## src/rtl/mem_access_timed_fifo.sv

```systemverilog
// ---------------------------------------------------------------------------
// mem_access_timed_fifo
//
// Timed FIFO for pipeline memory accesses. Each pushed RAM address is stored
// with a push timestamp (in) and a release timestamp (out = in + delay). The
// head entry is presented as valid only once the free-running timebase
// count_i has advanced by at least the stored delay. The due test is
// wrap-safe. Ordering is strictly FIFO, so a non-due head blocks everything
// behind it.
//
// Optional feature (compile-time macro MEM_FIFO_ZERO_DELAY_BYPASS_EN):
//   When defined, a zero-delay push into an empty FIFO is presented at the
//   head in the same cycle. If it is popped in that cycle it is never
//   written. When the macro is undefined, an empty FIFO never shows valid_o.
//
// Parameters
//   ADDR_W   width of stored RAM address
//   DEPTH    number of entries (power of two, >= 2)
//   DELAY_W  width of per-entry delay (DELAY_W < TIME_W)
//   TIME_W   width of timebase and timestamps
//
// Ports
//   clk              rising-edge clock
//   reset            synchronous, active-high
//   stall_i          freezes push and pop
//   push_i           push request
//   addr_i           address to enqueue
//   delay_i          timebase cycles before the entry may leave
//   count_i          free-running timebase (wraps)
//   pop_i            consumer takes the head this cycle
//   addr_o           head address (0 while empty)
//   valid_o          head present and due
//   head_in_time_o   head push timestamp (0 while empty)
//   head_out_time_o  head release timestamp (0 while empty)
//   full_o           level == DEPTH
//   empty_o          level == 0
//   level_o          occupancy, 0..DEPTH
//   ovf_o            sticky: a push was dropped while full
// ---------------------------------------------------------------------------
module mem_access_timed_fifo #(
  parameter int ADDR_W  = 5,
  parameter int DEPTH   = 16,
  parameter int DELAY_W = 10,
  parameter int TIME_W  = 16
) (
  input  logic                       clk,
  input  logic                       reset,
  input  logic                       stall_i,
  input  logic                       push_i,
  input  logic [ADDR_W-1:0]          addr_i,
  input  logic [DELAY_W-1:0]         delay_i,
  input  logic [TIME_W-1:0]          count_i,
  input  logic                       pop_i,
  output logic [ADDR_W-1:0]          addr_o,
  output logic                       valid_o,
  output logic [TIME_W-1:0]          head_in_time_o,
  output logic [TIME_W-1:0]          head_out_time_o,
  output logic                       full_o,
  output logic                       empty_o,
  output logic [$clog2(DEPTH):0]     level_o,
  output logic                       ovf_o
);

  localparam int PTR_W = $clog2(DEPTH);
  localparam int LVL_W = PTR_W + 1;

  // Wrap-safe due test: both distances are measured from the push time, so
  // the comparison stays correct across timebase wrap as long as the delay
  // is shorter than half the timebase range.
  function automatic logic f_due(input logic [TIME_W-1:0] now,
                                 input logic [TIME_W-1:0] t_in,
                                 input logic [TIME_W-1:0] t_out);
    logic [TIME_W-1:0] elapsed;
    logic [TIME_W-1:0] span;
    elapsed = now - t_in;
    span    = t_out - t_in;
    return (elapsed >= span);
  endfunction

  // Entry storage (data only; validity is tracked by pointers and level)
  logic [ADDR_W-1:0] r_addr_mem [DEPTH];
  logic [TIME_W-1:0] r_in_mem   [DEPTH];
  logic [TIME_W-1:0] r_out_mem  [DEPTH];

  // Control state
  logic [PTR_W-1:0]  r_wr_ptr;
  logic [PTR_W-1:0]  r_rd_ptr;
  logic [LVL_W-1:0]  r_level;
  logic              r_ovf;

  logic              w_empty;
  logic              w_full;
  logic [ADDR_W-1:0] w_head_addr;
  logic [TIME_W-1:0] w_head_in;
  logic [TIME_W-1:0] w_head_out;
  logic              w_due;
  logic              w_bypass;
  logic              w_pop_acc;
  logic              w_push_acc;
  logic              w_bypass_consume;
  logic              w_wr_en;
  logic              w_rd_en;
  logic [TIME_W-1:0] w_new_out;

  assign w_empty     = (r_level == '0);
  assign w_full      = (r_level == LVL_W'(DEPTH));
  assign w_head_addr = r_addr_mem[r_rd_ptr];
  assign w_head_in   = r_in_mem[r_rd_ptr];
  assign w_head_out  = r_out_mem[r_rd_ptr];
  assign w_due       = f_due(count_i, w_head_in, w_head_out);
  assign w_new_out   = count_i + TIME_W'(delay_i);

`ifdef MEM_FIFO_ZERO_DELAY_BYPASS_EN
  assign w_bypass = w_empty & push_i & (delay_i == '0) & ~stall_i;
`else
  assign w_bypass = 1'b0;
`endif

  // Head presentation: bypassed entry, stored head, or zeros when empty
  always_comb begin
    addr_o          = '0;
    head_in_time_o  = '0;
    head_out_time_o = '0;
    valid_o         = 1'b0;
    if (w_bypass) begin
      addr_o          = addr_i;
      head_in_time_o  = count_i;
      head_out_time_o = count_i;
      valid_o         = 1'b1;
    end else if (!w_empty) begin
      addr_o          = w_head_addr;
      head_in_time_o  = w_head_in;
      head_out_time_o = w_head_out;
      valid_o         = w_due;
    end
  end

  assign w_pop_acc  = pop_i & valid_o & ~stall_i;
  assign w_push_acc = push_i & ~stall_i & (~w_full | w_pop_acc);

  // A bypassed entry popped in its own cycle never touches storage.
  assign w_bypass_consume = w_bypass & w_pop_acc;
  assign w_wr_en          = w_push_acc & ~w_bypass_consume;
  assign w_rd_en          = w_pop_acc & ~w_bypass_consume;

  // Control registers
  always_ff @(posedge clk) begin
    if (reset) begin
      r_wr_ptr <= '0;
      r_rd_ptr <= '0;
      r_level  <= '0;
      r_ovf    <= 1'b0;
    end else begin
      if (w_wr_en) r_wr_ptr <= r_wr_ptr + PTR_W'(1);
      if (w_rd_en) r_rd_ptr <= r_rd_ptr + PTR_W'(1);
      r_level <= r_level + LVL_W'(w_wr_en) - LVL_W'(w_rd_en);
      if (push_i && !stall_i && w_full && !w_pop_acc) r_ovf <= 1'b1;
    end
  end

  // Entry storage: writes land at the tail; stale contents are harmless
  // because the pointers and level decide what is visible.
  always_ff @(posedge clk) begin
    if (w_wr_en) begin
      r_addr_mem[r_wr_ptr] <= addr_i;
      r_in_mem[r_wr_ptr]   <= count_i;
      r_out_mem[r_wr_ptr]  <= w_new_out;
    end
  end

  assign full_o  = w_full;
  assign empty_o = w_empty;
  assign level_o = r_level;
  assign ovf_o   = r_ovf;

endmodule

```

## config.mk

```make
export PLATFORM = sky130hd
export DESIGN_NAME = mem_access_timed_fifo
export DESIGN_NICKNAME = d
export VERILOG_FILES = /design/src/rtl/mem_access_timed_fifo.sv
export SDC_FILE = /design/constraint.sdc
export NUM_CORES = 1
export LEC_CHECK = 0
export ABC_CLOCK_PERIOD_IN_PS = 28100
export CAP_MARGIN = 20
export CORE_ASPECT_RATIO = 0.75
export CORE_MARGIN = 2
export CORE_UTILIZATION = 51
export DETAILED_ROUTE_END_ITERATION = 7
export PLACE_DENSITY = 0.77
export SLEW_MARGIN = 20
export SYNTH_ARGS = -nofsm -noshare
export SYNTH_HDL_FRONTEND = slang
export SYNTH_SLANG_ARGS = --single-unit
```

## constraint.sdc

```tcl
create_clock -name clk -period 28.1 [get_ports clk]
set_clock_uncertainty 0.15 [all_clocks]
set_input_delay 7.025 -clock clk [delete_from_list [all_inputs] [get_ports clk]]
set_output_delay 7.025 -clock clk [all_outputs]
set_load 0.005 [all_outputs]
```

After elaboration in Yosys (flattened, before gate mapping)
Memory sizes are Yosys's and may differ from the RTL's. A register that Yosys moved wholly into a read port is not among the register bits. Cells that the tools add are included.

Bits in registers: 14. Bits in writable memories: 592. Bits of input ports: 36. Output and inout port bits: 46. Word-level logic and storage cells: 41. Memories: 3.

Memory list: r_in_mem (depth 16, width 16, read ports 1, clocked after Yosys merged registers in 1, wr ports 1, line 82) `logic [TIME_W-1:0] r_in_mem [DEPTH];`; r_out_mem (depth 16, width 16, read ports 1, clocked after Yosys merged registers in 1, wr ports 1, line 83) `logic [TIME_W-1:0] r_out_mem [DEPTH];`; r_addr_mem (depth 16, width 5, read ports 1, clocked after Yosys merged registers in 1, wr ports 1, line 81) `logic [ADDR_W-1:0] r_addr_mem [DEPTH];`.

Add/sub/neg operators: 7. $lt $le $gt $ge: 1. Equal/unequal tests: 1. Mux-type cells: 12. Bitwise operators: 7. Reduce and logical (&&, ||, !) cells: 6.

Operator list (count): $mux 16 (2); $sub 16x16->16 (2); $mux 4 (6); $add 16x10->16 (1); $ge 16x16->1 (1); $add 4x1->4 const B (2); $add 5x1->5 (1); $eq 5x5->1 const B (1); $logic_not 5->1 (1); $mux 5 (1); $sub 5x1->5 (1); $and 1x1->1 (4); $logic_and 1x1->1 (3); $mux 1 (3); $logic_not 1->1 (2); $not 1->1 (2); $or 1x1->1 (1).

Longest topological paths before layout
Word-level depth: 9. Depth in mapped cells: 31. Mapped depth without buffers: 28.

Worst setup path after synthesis
No wires, ideal clock.

Path kind: input -> output. From: input port count_i[0]. To: output port valid_o. Arrival time: 9868 ps. Data required time: 20925 ps. Setup slack: 11057 ps. Stages: 18. Path buffers: 0. Cells stage by stage: inv_1 > ha_1 > inv_1 > fa_1 > a21o_1 > a21o_1 > a21oi_1 > o21ai_0 > a21o_1 > a21oi_1 > xnor2_1 > ha_1 > and4_1 > and2_1 > a311oi_2 > a21oi_1 > nor2_1 > nor2_1.

Longest elaborated chain between the ends: 3.

RTL lines: start: declaration (line 52) `input logic [TIME_W-1:0] count_i,`; $sub 16x16->16 (line 75) `elapsed = now - t_in;`; $ge 16x16->1 (line 77) `return (elapsed >= span);`; $mux 1 (line 130) `end else if (!w_empty) begin`; end: declaration (line 55) `output logic valid_o,`.

No other way between the ends.

Worst setup path after layout
From: input port count_i[4]. To: output port valid_o.

The elaborated chain is that of the path after synthesis.

==> qor.yml <==
outcome: "complete, no violations"
post-place-ws_ps: 9130
max_stage_delay_ps: 980
slew_viol_final: 0
cts_hold_buf: 0
rsz0062_at_grt: "false"
cellLeakagePower_nw: 9.25
synth_top_area_cell: "edfxtp_1"
grt-busiest-layer: "met2"
met1_usage_pct: 34.5
dieArea_um2: 51900
drc: 0
yosys_warnings: 0
cts-resized-gates: 0
grt_pass1_wl_um: 86700
numCtsBuffers: 54
cts_tree: "done"
hold_path.class: "flop to flop"
crit_arrival_ps: 11930
path_cells: "clkdlybuf4s50_1 -> ha_1 -> a21o_1 -> a21o_1 -> a41oi_1 -> o21ai_0 -> a2111oi_0 -> nor3_1 -> ha_1 -> and4_1 -> and2_1 -> a311oi_2 -> a21oi_1 -> nor2_1 -> nor2_1 -> clkdlybuf4s50_1"
hold_viol: 0
syn_nets: 1382
cts.clk_slew.worst_paths_ps: 60
via_per_inst: 6.29
cts_root_buffer: "clkbuf_16"
numPortBuffers: 81
grt_pass1_vias: 12900
fin_crit_sh_pct: 68.0
wl_per_cell_um: 28.4
num_rows: 71
crit_path_end_kind: "output port"
syn2layout_area_growth_pct: 13.3
dr.first_iter.drc_count: 1606
slew_headroom_pct: 30.0
diodes: 0
overflow: 0
ys_ff_latch: 610
ys_types: 56
core-area_um2: 49800
ios: 82
start_kind: "primary input"
clockBufferDepth: 3
grt_use_met2_pct: 34.6
grtUsageMet3_pct: 6.12
synth_common_cells: "592 x edfxtp_1, 183 x mux4_2, 67 x ha_1"
finalInstanceArea_um2: 29000
required_ps: 20930
fin_setup_tns_ps: 0
synth_area_um2: 25600
yosysMostFrequentCell: "edfxtp_1"
postCtsSetupBuffers: 0
cp_slowest_cell: "clkdlybuf4s50_1"
async_flop_share_pct: 0
initial_utilization_pct: 51.3
insertion_delay_ps: 600
setup_violations: 0
path_class: "primary input to output port"
worstMarginPinSlew_ps: 1050
grt_util_all_layers_pct: 23.0
dpl.hpwl_um: 32600
vias: 13100
synth-edff-count: 592
synth_top_area_share_pct: 69.6
clock-sinks: 610
syn_inst: 1275
final_nets: 1499
gp_congestion: 0.841
finish.utilization_pct: 58.1
max_clock_freq_mhz: 52.3
post_route_cells_drive_above_1_share_pct: 22.2
finalCriticalPeriod_ps: 19110
p_per_area_nw_per_um2: 81.1
cap_violations: 0
cp_max_fo: 19
fin_ws_ps: 8990
peakVddDrop_mv: 0.0777
die_h_um: 198
postRouteAntennaNets: 0
yosysSeqAreaShare_pct: 71.0
place_area_um2: 27300
synth_top_flop_cell: "edfxtp_1"
die_w_um: 263
htree_levels: 2
synthTopCellsByArea: "edfxtp_1 70%, mux4_2 16%, ha_1 3.3%, dfxtp_1 1.4%, xnor2_1 0.86%"
synth.avg_cell_area_um2: 20.0
dr.pass1.iters: 5
antenna_found_initial: 4
fin_hold_ws_ps: 321
wl_um: 59200
grt_max_degree: 65
-- layout make-up --
type / instances / area [µm²]
clock buffer: 69 / 1410
multi-input combinational: 577 / 7190
timing repair buffer: 112 / 1040
sequential: 610 / 18100
tap: 657 / 822
clock inverter: 24 / 211
inverter: 37 / 139
fill: 3509 / 20900
-- critical path: cells and delay by family --
family                     cells  cell delay, ps
buffers and inverters          2            1450
and+or+nand+nor                5             820
adders and majority gates      2             720
AOI/OAI and AO/OA              7            1930
-- sequential cells by signal (all words and copies together) (netlist names), named ones only --
| signal | flops |
|---|---|
| level_o | 5 |
| ovf_o | 1 |
| r_addr_mem | 80 |
| r_in_mem | 256 |
| r_out_mem | 256 |
| r_rd_ptr | 4 |
| r_wr_ptr | 4 |
-- report_power, final --
part           internal [mW]  leakage (nW)  switching [mW]  total (mW)
clock                  0.373         0.781           0.318       0.691
combinational          0.272          2.99           0.332       0.604
sequential              1.04          5.48          0.0140        1.05
-- placed cells by master (no fill, tap or decap), types with 6 or more instances in the layout --
| cell type | Yosys | routed |
|---|---|---|
| edfxtp_1 | 592 | 592 |
| mux4_2 | 183 | 183 |
| clkdlybuf4s50_1 | 0 | 81 |
| ha_1 | 67 | 67 |
| clkbuf_16 | 0 | 54 |
| nor2_1 | 50 | 49 |
| inv_1 | 37 | 37 |
| a21oi_1 | 33 | 33 |
| buf_4 | 0 | 30 |
| nor2b_1 | 29 | 29 |
| nand2_1 | 21 | 21 |
| xor2_1 | 23 | 19 |
| xnor2_1 | 25 | 19 |
| a21o_1 | 18 | 18 |
| o21ai_0 | 17 | 17 |
| clkbuf_1 | 32 | 15 |
| dfxtp_1 | 18 | 14 |
| and3_2 | 0 | 13 |
| clkinv_1 | 0 | 12 |
| nand2b_1 | 10 | 10 |
| nand3_1 | 8 | 8 |
| nor3_1 | 7 | 6 |
| xnor2_2 | 0 | 6 |
-- layer usage --
layer | vias up | routed length, µm | part of all wire, %
met1 | 6926 | 25300 | 43
met2 | 674 | 26800 | 45
li1 | 5452 | - | -
met5 | - | 13 | 0.022
met4 | 2 | 840 | 1.4
met3 | 71 | 6210 | 10
-- stage by stage --
step | power (mW) | std cells
after CTS | 2.35 | 2085
after global routing | 2.45 | 2086
after detailed placement | 1.66 | 1992
final | 2.35 | 2086
after floorplan | 1.43 | 1275
after global placement | 1.65 | 1992
-- final timing paths --
kind	start	endpoint	slack [ps]	cells past startpoint
worst max register to register	flop	r_addr_mem[7][2]	18850	21
worst min-delay path	ovf_o	ovf_o	320	2
worst max-delay path	count_i[4]	valid_o	8990	16
worst min register to register	ovf_o	ovf_o	320	2
-- cells by family after synthesis --
group / Yosys count / synth area share, %
compound gates: 104 / 2.63
fa+ha+maj: 71 / 3.59
flops: 610 / 71.0
mux: 188 / 16.4
simple gates: 166 / 3.43
xor+xnor: 48 / 1.64
buf+inv: 88 / 1.38
No activity file was read; power rests on OpenSTA's default activity.
